**src/rtl/mult_arbiter_pkg.sv**
```systemverilog
`default_nettype none
// ============================================================================
// Module      : mult_arbiter_pkg
// Description : Shared types, default sizes and the round-robin pick helper
//               for the shared shift-add multiplier arbiter.
// Revision    : 1.0 - initial release
// ============================================================================
package mult_arbiter_pkg;

    localparam int c_W_DEFAULT     = 4;
    localparam int c_N_REQ_DEFAULT = 4;
    localparam int c_MAX_REQ       = 8;

    typedef enum logic [1:0] {
        IDLE = 2'd0,
        RUN  = 2'd1,
        DONE = 2'd2
    } state_t;

    // First requester with valid set, searching last+1, last+2, ... with
    // wrap-around over n requesters. Returns last when nothing is valid.
    function automatic logic [2:0] rr_pick(input logic [c_MAX_REQ-1:0] valid,
                                           input int n,
                                           input int last);
        logic [2:0] w_pick;
        logic [2:0] w_idx;
        w_pick = 3'(last);
        // Scan from farthest to nearest so the nearest valid entry wins.
        for (int k = n; k >= 1; k--) begin
            w_idx = 3'((last + k) % n);
            if (valid[w_idx]) begin
                w_pick = w_idx;
            end
        end
        return w_pick;
    endfunction

endpackage
`default_nettype wire

```
**src/rtl/mult_arbiter_shift_add_core.sv**
```systemverilog
`default_nettype none
// ============================================================================
// Module      : shift_add_core
// Description : W-iteration shift-add multiplier. Latches operands on start,
//               performs one partial-product step per clock and flags the
//               final step combinationally together with its result.
//               MULT_ARBITER_SIGNED_EN selects a two's-complement multiply.
// Revision    : 1.0 - initial release
// ============================================================================
module shift_add_core
    import mult_arbiter_pkg::*;
#(
    parameter int W = c_W_DEFAULT
) (
    input  logic           clk,
    input  logic           reset,
    input  logic           start,
    input  logic [W-1:0]   a,
    input  logic [W-1:0]   b,
    output logic           done,
    output logic [2*W-1:0] p
);

    localparam int c_CNT_W = (W > 1) ? $clog2(W) : 1;

    logic [W-1:0]       r_a;
    logic [W-1:0]       r_b;
    logic [2*W-1:0]     r_acc;
    logic [c_CNT_W-1:0] r_count;
    logic               r_run;

    logic [2*W-1:0]     w_ext;
    logic [2*W-1:0]     w_shift;
    logic [2*W-1:0]     w_next;
    logic               w_last;

`ifdef MULT_ARBITER_SIGNED_EN
    assign w_ext = {{W{r_a[W-1]}}, r_a};
`else
    assign w_ext = {{W{1'b0}}, r_a};
`endif

    assign w_shift = w_ext << r_count;
    assign w_last  = (r_count == c_CNT_W'(W - 1));

    // Accumulator value after the current iteration's partial product.
    always_comb begin
        w_next = r_acc;
        if (r_b[r_count]) begin
`ifdef MULT_ARBITER_SIGNED_EN
            // The multiplier's sign bit carries negative weight.
            if (w_last) begin
                w_next = r_acc - w_shift;
            end else begin
                w_next = r_acc + w_shift;
            end
`else
            w_next = r_acc + w_shift;
`endif
        end
    end

    assign done = r_run && w_last;
    assign p    = w_next;

    // Operand latch and iteration sequencing.
    always_ff @(posedge clk) begin
        if (reset) begin
            r_a     <= '0;
            r_b     <= '0;
            r_acc   <= '0;
            r_count <= '0;
            r_run   <= 1'b0;
        end else if (start) begin
            r_a     <= a;
            r_b     <= b;
            r_acc   <= '0;
            r_count <= '0;
            r_run   <= 1'b1;
        end else if (r_run) begin
            r_acc   <= w_next;
            r_count <= r_count + c_CNT_W'(1);
            if (w_last) begin
                r_run <= 1'b0;
            end
        end
    end

endmodule
`default_nettype wire

```
**src/rtl/mult_arbiter.sv**
```systemverilog
`default_nettype none
// ============================================================================
// Module      : mult_arbiter
// Description : Round-robin arbiter and sequencer sharing one shift-add
//               multiplier between N_REQ requesters, with valid/ready
//               request and response channels.
//               Optional build macro: MULT_ARBITER_SIGNED_EN (signed multiply).
// Revision    : 1.0 - initial release
// ============================================================================
module mult_arbiter
    import mult_arbiter_pkg::*;
#(
    parameter int N_REQ = c_N_REQ_DEFAULT,
    parameter int W     = c_W_DEFAULT
) (
    input  logic                          clk,
    input  logic                          reset,
    input  logic [N_REQ-1:0]              req_valid,
    output logic [N_REQ-1:0]              req_ready,
    input  logic [N_REQ*W-1:0]            req_a,
    input  logic [N_REQ*W-1:0]            req_b,
    output logic                          rsp_valid,
    input  logic                          rsp_ready,
    output logic [2*W-1:0]                rsp_p,
    output logic [$clog2(N_REQ)-1:0]      rsp_id,
    output logic                          busy
);

    localparam int ID_W = $clog2(N_REQ);

    state_t          r_state;
    logic [ID_W-1:0] r_last;
    logic [ID_W-1:0] r_id;

    logic [2:0]      w_pick;
    logic [ID_W-1:0] w_grant;
    logic            w_any;
    logic            w_accept;
    logic [W-1:0]    w_a [N_REQ];
    logic [W-1:0]    w_b [N_REQ];
    logic            w_done;
    logic [2*W-1:0]  w_p;

    for (genvar i = 0; i < N_REQ; i++) begin : g_unpack
        assign w_a[i] = req_a[i*W +: W];
        assign w_b[i] = req_b[i*W +: W];
    end

    assign w_pick   = rr_pick(c_MAX_REQ'(req_valid), N_REQ, int'(r_last));
    assign w_grant  = ID_W'(w_pick);
    assign w_any    = |req_valid;
    assign w_accept = (r_state == IDLE) && w_any;

    // Grant is offered only while idle, and only to the round-robin winner.
    always_comb begin
        req_ready = '0;
        if (w_accept) begin
            req_ready[w_grant] = 1'b1;
        end
    end

    shift_add_core #(
        .W (W)
    ) u_core (
        .clk   (clk),
        .reset (reset),
        .start (w_accept),
        .a     (w_a[w_grant]),
        .b     (w_b[w_grant]),
        .done  (w_done),
        .p     (w_p)
    );

    // Job sequencing, round-robin pointer and response channel.
    always_ff @(posedge clk) begin
        if (reset) begin
            r_state   <= IDLE;
            r_last    <= ID_W'(N_REQ - 1);
            r_id      <= '0;
            rsp_valid <= 1'b0;
            rsp_p     <= '0;
            rsp_id    <= '0;
            busy      <= 1'b0;
        end else begin
            case (r_state)
                IDLE: begin
                    if (w_any) begin
                        r_id    <= w_grant;
                        r_last  <= w_grant;
                        busy    <= 1'b1;
                        r_state <= RUN;
                    end
                end
                RUN: begin
                    if (w_done) begin
                        rsp_p     <= w_p;
                        rsp_id    <= r_id;
                        rsp_valid <= 1'b1;
                        r_state   <= DONE;
                    end
                end
                DONE: begin
                    if (rsp_ready) begin
                        rsp_valid <= 1'b0;
                        busy      <= 1'b0;
                        r_state   <= IDLE;
                    end
                end
                default: begin
                    r_state <= IDLE;
                end
            endcase
        end
    end

endmodule
`default_nettype wire

```
**config.mk**
```make
export PLATFORM = sky130hd
export DESIGN_NAME = mult_arbiter
export DESIGN_NICKNAME = d
export VERILOG_FILES = /design/src/rtl/mult_arbiter_pkg.sv /design/src/rtl/mult_arbiter_shift_add_core.sv /design/src/rtl/mult_arbiter.sv
export SDC_FILE = /design/constraint.sdc
export NUM_CORES = 1
export LEC_CHECK = 0
export CAP_MARGIN = 20
export CORE_MARGIN = 4
export CORE_UTILIZATION = 50
export CTS_BUF_LIST = sky130_fd_sc_hd__clkbuf_4 sky130_fd_sc_hd__clkbuf_8 sky130_fd_sc_hd__clkbuf_16
export CTS_CLUSTER_DIAMETER = 120
export CTS_CLUSTER_SIZE = 12
export DETAILED_ROUTE_END_ITERATION = 7
export PLACE_DENSITY = 0.84
export SYNTH_ARGS = -nofsm -noshare
export SYNTH_HDL_FRONTEND = slang
export SYNTH_HIERARCHICAL = 1
export SYNTH_SLANG_ARGS = --single-unit
```
**constraint.sdc**
```tcl
create_clock -name clk -period 3 [get_ports clk]
set_input_delay 0.75 -clock clk [delete_from_list [all_inputs] [get_ports clk]]
set_output_delay 0.75 -clock clk [all_outputs]
set_load 0.02 [all_outputs]
```
* Yosys cells after proc, flatten, opt, wreduce, memory -nomap -nowiden
Index checks and enable logic that the tools add are counted.
** Storage, ports and cells
- Bits in writable memories :: 0
- Flip-flop bits (word level) :: 37
- Logic and storage cells :: 91
- Input port bits :: 39
- Output and inout bits :: 16
- Memories kept :: 0
- Memory bits (read-only) :: 0
- Bits in latches :: 0
** Cells by class
- Shifts and indexed selects :: 1
- Multiplexer cells :: 36
- $add $sub $neg :: 6
- Magnitude comparators :: 8
- Reductions and logical operators :: 17
- Divide/modulo/power cells :: 0
- Multiply operators :: 0
- Bitwise gates (word level) :: 5
- Eq/ne operators :: 6
** Operators with widths (count)
- $mux 4 :: 5
- $bmux 4 s2 :: 2
- $lt 3x4->1 const B :: 4
- $mux 2 :: 7
- $bmux 1 s3 :: 4
- $mux 1 :: 12
- $reduce_or 2->1 :: 5
- $reduce_and 3->1 :: 3
- $add 8x8->8 :: 1
- $mux 8 :: 1
- $shl 4x2->8 :: 1
- $add 2x1->2 const B :: 3
- $lt 2x3->1 const B :: 2
- $pmux 2 s3 :: 1
- $add 2x2->2 const B :: 2
- $and 1x1->1 const A :: 4
- $eq 2x2->1 const B :: 2
- $ne 2x2->1 const B :: 2
- $pmux 1 s2 :: 2
- $reduce_and 2->1 :: 2
- $reduce_bool 2->1 :: 2
- $reduce_or 4->1 :: 1
- $ge 3x3->1 const B :: 1
- $logic_and 1x1->1 :: 3
- other kinds (7) :: 7

* Depth between registers and ports, before layout
Gate-level depths: netlist of the first run.
- Depth after elaboration :: 14
- Mapped depth :: 12
- Mapped depth without buffers :: 11

* Cells and area by module
The synthesis of the first run kept the hierarchy.
** By module, submodules not included
- shift_add_core :: sequential area each 380.4 um^2, cells an instance 144, times used 1, area each 1272.5 um^2
- mult_arbiter :: sequential area each 360.3 um^2, cells an instance 111, times used 1, area each 973.4 um^2

* Worst setup path before layout of the first run
Ideal clock, no wire load.
- Path kind :: input port to output port
- Start :: input port req_valid[1]
- End :: output port req_ready[1]
- Path buffers :: 2
- Required time :: 2.250 ns
- Cell stages on the path :: 6
- Arrival time :: 2.109 ns
- Slack :: 0.141 ns
- Cells stage by stage :: and2b_1 > o21bai_1 > and3_1 > buf_6 > buf_6 > nor4_1
** On the way
- Word-level cells in the longest chain between the ends :: 11
- Elaborated cells between the ends (all ways) :: 20
- Those cells by class :: order compare (2); mux (15); reduce/logical (3)
** Ends and longest elaborated chain
- start, declared :: RTL line mult_arbiter.sv:18 : input logic [N_REQ-1:0] req_valid,
- $bmux 1 s3 :: RTL line mult_arbiter_pkg.sv:31 : if (valid[w_idx]) begin
- $mux 1 (not written as such) :: RTL line mult_arbiter_pkg.sv:31
- $mux 2 (4 in series) :: RTL line mult_arbiter_pkg.sv:31
- $lt 2x3->1 (not written as such) / $ge 2x1->1 (equally long branches) :: RTL line mult_arbiter.sv:58 : req_ready[w_grant] = 1'b1;
- $logic_and 1x1->1 (not written as such) :: RTL line mult_arbiter.sv:58
- $mux 1 (not written as such) :: RTL line mult_arbiter.sv:58
- $demux 1 s2 :: RTL line mult_arbiter.sv:58
- $mux 4 (*) :: RTL line mult_arbiter.sv:57 : if (w_accept) begin
- end, declared :: RTL line mult_arbiter.sv:19 : output logic [N_REQ-1:0] req_ready,
Every way passes the cells marked *; elsewhere a longest branch is shown, timed or not. The select of a mux whose other input is x is not followed.

* Worst setup path in the final report of the first run
- Start :: input port req_valid[1]
- End :: output port req_ready[2]
Same word-level chain as after synthesis.

==> impl_metrics.tcl, run 1 <==
set metrics [dict create \
    hold_viol_final 0 \
    worst_slew_pin_slew_ns 0.485 \
    dpl-instance-area_sq_um 2870 \
    gate_count_of_the_mapped_netlist 255 \
    min-delay-path-class "reg2reg" \
    post_layout_nonfiller_instances 369 \
    wire_per_inst_um 13.8 \
    critPathRequiredTime_ns 2.25 \
    io_buf_count 54 \
    floorplan.initialDensity_pct 51.6 \
    worstHoldStart "rsp_id[0]$_SDFFE_PP0P_" \
    outcome "complete, no violations" \
    grt_pass1_wl_um 8130 \
    drt_first_iter_violations 116 \
    place_hpwl_um 4000 \
    worst_path_largest_cell_delay_ns 0.45 \
    number_of_nets_at_the_end_of_the_flow 365 \
    grt_max_degree 28 \
    globalRoute.totalOverflow 0 \
    vdd_ir_drop_max_uv 277 \
    sum_of_buffers_and_inverters_on_the_critical_path 2 \
    clock_power_share_pct 30.5 \
    synth-seq-area-share_pct 33.0 \
    fmaxAchievable_mhz 345 \
    power.static_leakage_nw 1.22 \
    fp.coreArea_sq_um 4350 \
    synthArstFlopShare_pct 0 \
    num_vias 2027 \
    synth.mux.area_fraction_pct 19.3 \
    post-route-cell-area_sq_um 2970 \
    synth-edff-count 0 \
    synth_top_family_by_area "simple AND/OR/NAND/NOR gates" \
    cts_tree "done" \
    r2r_start "u_core/r_count[0]$_SDFFE_PP0P_" \
    final_core_utilization_pct 68.2 \
    path_delay_family "buffers and inverters" \
    synth_most_common_cell "sky130_fd_sc_hd__dfxtp_1" \
    layout-drive-gt1-share_pct 15.5 \
    combinationalPowerShare_pct 23.9 \
    synthesis.area_per_instance_sq_um 8.81 \
    post_synthesis_net_count 303 \
    ios 55 \
    power.density_nw_per_um2 399 \
    cts_num_sinks 37 \
    critPathCaptureType "output pin" \
    synth_commonest_cells "sky130_fd_sc_hd__dfxtp_1 (37), sky130_fd_sc_hd__nand2_1 (30), sky130_fd_sc_hd__nor2_1 (25)" \
    tritoncts.num_buffers 5 \
    cts_h_tree_depth 2 \
    maxcap_viol_count 0 \
    die_width_um 75.0 \
    netlist_area_sq_um 2250 \
    maxSlewHeadroom_pct 67.6 \
    antennaDiodeCount 0 \
    synth_compound_area_share_pct 14.0 \
    synth-seq-cells 37 \
    synth_xor_xnor_area_share_pct 2.34 \
    rrSetupSlack_ns 0.30 \
    clk_latency_ns 0.29 \
    cts_max_path_bufs 2 \
    min_path_cells 2 \
    cts_setup_buffers 0 \
    grt_pass1_vias 1950 \
    post_synth_adder_cell_area_pct 5.35 \
    ys_dominant_reg_cell "sky130_fd_sc_hd__dfxtp_1" \
    drt_first_pass_iters 4 \
    dpl.cell_count 362 \
    final.period_utilization_pct 96.7 \
    total_of_endpoints_with_negative_setup_slack_in_the_final_report 0 \
    critical_path.cell_chain "clkdlybuf4s50_1 > and2b_1 > o21bai_1 > and3_4 > nor3b_1 > buf_2" \
    post-route-drc-count 0 \
    timing_worst_setup_path_type "in2out" \
    critPathArrivalTime_ns 2.15 \
    yosys.area_share.simple_pct 20.2 \
    cts_root_buffer "sky130_fd_sc_hd__clkbuf_8" \
    period_needed_ns 2.90 \
    final_antenna_net_count 0 \
    path_max_fanout 5 \
    placement_rows 24 \
    ctsHoldBuffers 0 \
    die-height_um 75.0 \
    synth_area_leaders "sky130_fd_sc_hd__dfxtp_1 (33%), sky130_fd_sc_hd__mux2i_1 (8.9%), sky130_fd_sc_hd__mux4_2 (8.0%)" \
    synth_top_area_share_pct 33.0 \
    routed_via_density 5.49 \
    synth_area_leader_cell "sky130_fd_sc_hd__dfxtp_1" \
    reg2regPathDepth 10 \
    initial_antenna_violation_count 0 \
    post_synth_num_cell_types 50 \
    critPathLaunchType "primary input" \
    syn_to_final_growth_pct 32.1 \
    power.share.switching_pct 27.4 \
    cts.clk_slew.worst_paths_ns 0.07 \
    net-switching-power_w 0.000324 \
    timing.rr.end "rsp_p[6]$_SDFFE_PP0P_" \
    critical-path-slowest-cell "sky130_fd_sc_hd__clkdlybuf4s50_1" \
    die_outline_area_sq_um 5630 \
    worst_clock_skew_ns 0.00871 \
    end_point_of_the_most_critical_hold_path "rsp_id[0]$_SDFFE_PP0P_" \
    power_report.internal_total_w 0.000859 \
    route.final.wire_length_um 5090 \
    slew_viol_final 0 \
    place_congestion 0.827 \
    yosysWarningCount 6 \
    share_seq_of_total_power_pct 45.5 \
    grt_usage_pct 18.9 \
]
==> state kept, by name (all words and copies together), names as in the netlist <==
signal and count:
busy 1, r_id 2, r_last 2, r_state 2, rsp_id 2, rsp_p 8
rsp_valid 1, u_core/r_a 4, u_core/r_acc 8, u_core/r_b 4, u_core/r_count 2, u_core/r_run 1
==> worst min-delay path: stages, from the launching register on <==
cell and delay, ns:
sky130_fd_sc_hd__dfxtp_1 0.31, sky130_fd_sc_hd__nand2_1 0.05, sky130_fd_sc_hd__a21oi_1 0.05
==> power by group through the flow <==
| stage | clock network [W] | registers, W | logic [W] |
|---|---|---|---|
| 2_1_floorplan | 0 | 0.000539 | 0.000191 |
| 5_1_grt | 0.000387 | 0.000541 | 0.000307 |
| 4_1_cts | 0.000366 | 0.000538 | 0.000282 |
| 3_5_place_dp | 0 | 0.000549 | 0.000283 |
| 3_3_place_gp | 0 | 0.000548 | 0.000276 |
| 6_report | 0.000361 | 0.000539 | 0.000283 |
==> layout make-up <==
class                           count  area (sq um)
Tap cell                           52          65.1
Fill cell                         331          1390
Timing Repair Buffer               69           639
Clock inverter                      1          7.51
Sequential cell                    37           741
Multi-Input combinational cell    194          1400
Clock buffer                        6          82.6
Inverter                           10          37.5
==> metrics by stage <==
step	total power [W]	TNS [ns]	setup slack, ns	hold WS, ns
4_1_cts	0.00119	0	0.00225	0.457
5_1_grt	0.00123	-0.00869	-0.00869	0.481
6_report	0.00118	0	0.0992	0.456
3_5_place_dp	0.000832	-1.92	-0.460	0.446
3_3_place_gp	0.000824	-1.53	-0.394	0.442
2_1_floorplan	0.000730	0	0.141	0.423
==> cells in the final DEF (no fill, tap or decap), types with 2 or more instances in the layout <==
cell	synthesis	routed
sky130_fd_sc_hd__a211oi_1	2	2
sky130_fd_sc_hd__a21o_1	3	3
sky130_fd_sc_hd__a21oi_1	24	24
sky130_fd_sc_hd__a31oi_1	2	2
sky130_fd_sc_hd__and2b_1	2	2
sky130_fd_sc_hd__and3_1	3	2
sky130_fd_sc_hd__buf_2	2	3
sky130_fd_sc_hd__buf_4	2	16
sky130_fd_sc_hd__clkbuf_8	0	6
sky130_fd_sc_hd__clkdlybuf4s50_1	0	47
sky130_fd_sc_hd__dfxtp_1	37	37
sky130_fd_sc_hd__dlymetal6s2s_1	0	2
sky130_fd_sc_hd__ha_1	8	8
sky130_fd_sc_hd__inv_1	9	9
sky130_fd_sc_hd__mux2_2	2	2
sky130_fd_sc_hd__mux2_4	2	2
sky130_fd_sc_hd__mux2i_1	20	20
sky130_fd_sc_hd__mux4_2	8	8
sky130_fd_sc_hd__nand2_1	30	30
sky130_fd_sc_hd__nand3_1	6	5
sky130_fd_sc_hd__nand4_1	3	3
sky130_fd_sc_hd__nor2_1	25	25
sky130_fd_sc_hd__nor2b_1	4	4
sky130_fd_sc_hd__nor3_1	3	3
sky130_fd_sc_hd__nor3b_1	2	2
sky130_fd_sc_hd__nor4_1	4	3
sky130_fd_sc_hd__o21a_1	2	2
sky130_fd_sc_hd__o21ai_0	8	8
sky130_fd_sc_hd__o31ai_1	2	2
sky130_fd_sc_hd__or2_2	3	3
sky130_fd_sc_hd__or3_1	3	3
sky130_fd_sc_hd__xnor2_1	5	5
==> cells by family (layout without fill, tap and decap cells) <==
logic type	count (synthesis)	after routing
buffers and inverters	24	86
multiplexers	32	32
AO/OA/AOI/OAI	52	52
AND/OR/NAND/NOR	95	95
flip-flops	37	37
adder cells (fa/ha/maj)	9	9
XOR/XNOR	6	6
==> timing repair <==
item / CTS / global route
pin swaps: 0 / 1
gates cloned: 0 / 0
hold endpoints to repair: 0 / 0
gates resized for setup: 22 / 4
endpoints found under the setup margin: 4 / 3
==> routing by layer <==
metal,up-vias,global-route usage (%),routed length [um]
li1,1034,-,-
met1,910,21.0,2200
met4,0,10.3,134
met2,73,31.1,2370
met5,-,0,0
met3,10,7.34,387
==> how the worst max path moves through the flow <==
stage,start,end,slack [ns],cells past startpoint
after global placement,req_valid[2],req_ready[3],-0.39,7
after CTS,req_valid[3],req_ready[3],0.002,7
after floorplan,req_valid[1],req_ready[1],0.14,6
final,req_valid[1],req_ready[2],0.1,6
after detailed placement,req_valid[2],req_ready[3],-0.46,7
after global routing,req_valid[1],req_ready[3],-0.009,7
(Power assumes the default switching activity.)
==> inputs of run 2 (changes only) <==
--- a/config.mk
+++ b/config.mk
@@ -5,7 +5,7 @@
 export SDC_FILE = /design/constraint.sdc
 export NUM_CORES = 1
 export LEC_CHECK = 0
-export CAP_MARGIN = 20
+export CAP_MARGIN = 10
 export CORE_MARGIN = 4
 export CORE_UTILIZATION = 50
 export CTS_BUF_LIST = sky130_fd_sc_hd__clkbuf_4 sky130_fd_sc_hd__clkbuf_8 sky130_fd_sc_hd__clkbuf_16
==> results of run 2 <==
The final DEF is identical to that of run 1; final timing and power are the same.
==> inputs of run 3 (changes only) <==
--- a/config.mk
+++ b/config.mk
@@ -8,7 +8,6 @@
 export CAP_MARGIN = 10
 export CORE_MARGIN = 4
 export CORE_UTILIZATION = 50
-export CTS_BUF_LIST = sky130_fd_sc_hd__clkbuf_4 sky130_fd_sc_hd__clkbuf_8 sky130_fd_sc_hd__clkbuf_16
 export CTS_CLUSTER_DIAMETER = 120
 export CTS_CLUSTER_SIZE = 12
 export DETAILED_ROUTE_END_ITERATION = 7
==> constraint.sdc (replaced) <==
create_clock -name clk -period 2.7 [get_ports clk]
set_input_delay 0.675 -clock clk [delete_from_list [all_inputs] [get_ports clk]]
set_output_delay 0.675 -clock clk [all_outputs]
set_load 0.02 [all_outputs]
==> run 3 against run 2 <==
  * Core utilization increased by 0.63 points
  * Combinational power increased by 14%
  * Total power increased by 14%
  * First-iteration DRC count decreased by 4.3%
  * Highest routed layer unchanged
  * Sequential share of layout area decreased by 0.23 points
  * Non-clock buffer count increased by 2
  * Die area unchanged
  * Clock-buffer cell count increased by 1
  * Critical endpoint is now req_ready[0]
  * Sequential cell count unchanged
  * Sequential power increased by 11%
  * Worst hold slack got worse by 0.0024 ns
==> impl_metrics.tcl, run 3 (synthesis gave the netlist of run 1 again) <==
set metrics [dict create \
    outcome "complete, no violations" \
    final_antenna_net_count 0 \
    number_of_nets_at_the_end_of_the_flow 367 \
    final_cell_mix "sky130_fd_sc_hd__clkdlybuf4s50_1 (46), sky130_fd_sc_hd__dfxtp_1 (37), sky130_fd_sc_hd__nand2_1 (30)" \
    worst_clock_skew_ns 0.00700 \
    maxcap_viol_count 0 \
    worst_slew_pin_slew_ns 0.497 \
    die_outline_area_sq_um 5630 \
    place_hpwl_um 4120 \
    path_max_fanout 5 \
    mostFrequentLayoutCell "sky130_fd_sc_hd__clkdlybuf4s50_1" \
    die_width_um 75.0 \
    globalRoute.totalOverflow 0 \
    syn_to_final_growth_pct 33.4 \
    ios 55 \
    worst_path_largest_cell_delay_ns 0.56 \
    cts_h_tree_depth 2 \
    min-delay-path-class "reg2reg" \
    power.static_leakage_nw 1.23 \
    antennaDiodeCount 0 \
    ctsHoldBuffers 0 \
    critPathRequiredTime_ns 2.03 \
    drt_first_pass_iters 4 \
    place_congestion 0.851 \
    minimum_setup_slack_after_placement_ns -0.640 \
    post-route-drc-count 0 \
    path_delay_family "simple AND/OR/NAND/NOR gates" \
    hold_ws_ns 0.453 \
    placement_rows 24 \
    cts_tree "done" \
    fp.coreArea_sq_um 4350 \
    critPathCaptureType "output pin" \
    power_report.internal_total_w 0.000985 \
    critPathLaunchType "primary input" \
    critical_path_depth 6 \
    tritoncts.num_buffers 5 \
    route.final.wire_length_um 5360 \
    num_vias 2092 \
    rrSetupSlack_ns 0.23 \
    power.density_nw_per_um2 450 \
    layout-drive-gt1-share_pct 17.2 \
    reg_top3 "rsp_p: 8 flops, u_core/r_acc: 8 flops" \
    final.period_utilization_pct 97.9 \
    fmaxAchievable_mhz 378 \
    cts.clk_slew.worst_paths_ns 0.07 \
    postLayoutSetupSlackWorst_ns 0.0573 \
    period_needed_ns 2.64 \
    grt_usage_pct 20.4 \
    slew_viol_final 0 \
    total_of_endpoints_with_negative_setup_slack_in_the_final_report 0 \
    critPathArrivalTime_ns 1.97 \
    wire_per_inst_um 14.4 \
    sum_of_buffers_and_inverters_on_the_critical_path 3 \
    critical-path-slowest-cell "sky130_fd_sc_hd__or4_4" \
    io_buf_count 54 \
    floorplan.initialDensity_pct 51.6 \
    cts_root_buffer "sky130_fd_sc_hd__clkbuf_8" \
    maxSlewHeadroom_pct 66.8 \
    final_core_utilization_pct 68.8 \
    share_seq_of_total_power_pct 44.4 \
    initial_antenna_violation_count 0 \
    combinationalPowerShare_pct 23.9 \
    timing_worst_setup_path_type "in2out" \
    power.share.switching_pct 26.8 \
    drt_first_iter_violations 111 \
    routed_via_density 5.62 \
    grt_pass1_vias 2016 \
    cts_num_sinks 37 \
    critical_path.cell_chain "dlygate4sd2_1 > or4_4 > nand3_2 > inv_2 > and3_1 > buf_2" \
    min_path_cells 2 \
    cts_max_path_bufs 2 \
    vdd_ir_drop_max_uv 288 \
    clock_power_share_pct 31.6 \
    reg2regPathDepth 10 \
    grt_max_degree 27 \
    hold_viol_final 0 \
    grt_pass1_wl_um 8820 \
    clk_latency_ns 0.29 \
    net-switching-power_w 0.000361 \
    die-height_um 75.0 \
    fillers 340 \
]
==> run 3: cell types whose count changed in the layout (fill, tap and decap cells not counted), sizes merged <==
cell | previous run | this run
clkinv | 0 | 1
clkbuf | 6 | 7
clkdlybuf4s50 | 47 | 46
dlymetal6s2s | 2 | 0
dlygate4sd2 | 1 | 4
clkinvlp | 1 | 0
buf | 19 | 21
==> run 3: metal layers <==
metal / up-vias / GRT usage, % / wire length [um]
met3: 16 / 6.94 / 419
li1: 1039 / - / -
met5: - / 0 / 0
met4: 0 / 7.11 / 130
met2: 86 / 36.0 / 2560
met1: 951 / 22.9 / 2240
==> run 3: final timing paths <==
kind	startpoint	endpoint
setup reg to reg	u_core/r_count[0]$_SDFFE_PP0P_	rsp_p[6]$_SDFFE_PP0P_
setup / recovery	req_valid[3]	req_ready[0]
hold reg to reg	rsp_p[7]$_SDFFE_PP0P_	rsp_p[7]$_SDFFE_PP0P_
hold / removal	rsp_p[7]$_SDFFE_PP0P_	rsp_p[7]$_SDFFE_PP0P_
==> run 3: layout make-up <==
type                       count  area, sq um  share of cell area, %
timing repair buffer          71          643                   21.5
clock buffer                   7         96.3                   3.22
inverter                      10         37.5                   1.25
tap                           52         65.1                   2.17
clock inverter                 1         5.00                  0.167
multi-input combinational    194         1410                   47.0
sequential                    37          741                   24.7
==> run 3: through the flow <==
stage	std cells	setup TNS [ns]	total power (W)	area, sq um
after floorplan	255	0	0.000813	2250
after global placement	363	-4.95	0.000920	2890
after detailed placement	363	-6.46	0.000931	2890
after CTS	371	0	0.00136	2980
after global routing	372	-0.0144	0.00141	3000
final	372	0	0.00135	3000
==> run 3: timing repair <==
action / in CTS / in global routing
setup buffers: 0 / 1
endpoints found under the setup margin: 4 / 2
pin swaps: 1 / 1
gates resized for setup: 25 / 4
==> run 3: power groups by stage <==
stage | combinational [W] | clock, W | sequential (W)
2_1_floorplan | 0.000213 | 0 | 0.000599
3_3_place_gp | 0.000312 | 0 | 0.000607
3_5_place_dp | 0.000323 | 0 | 0.000609
4_1_cts | 0.000320 | 0.000438 | 0.000597
5_1_grt | 0.000352 | 0.000457 | 0.000602
6_report | 0.000322 | 0.000426 | 0.000598
==> run 3: worst reg2reg max path, cell delays in order (launching register included) <==
cell and delay (ns):
sky130_fd_sc_hd__dfxtp_1 0.48, sky130_fd_sc_hd__mux2i_1 0.15, sky130_fd_sc_hd__or2_2 0.33, sky130_fd_sc_hd__fa_1 0.43, sky130_fd_sc_hd__nor2b_1 0.17, sky130_fd_sc_hd__o31a_1 0.17, sky130_fd_sc_hd__o22a_1 0.20, sky130_fd_sc_hd__xnor2_1 0.07
sky130_fd_sc_hd__o21ai_0 0.22, sky130_fd_sc_hd__nand2_1 0.08, sky130_fd_sc_hd__a21oi_1 0.12
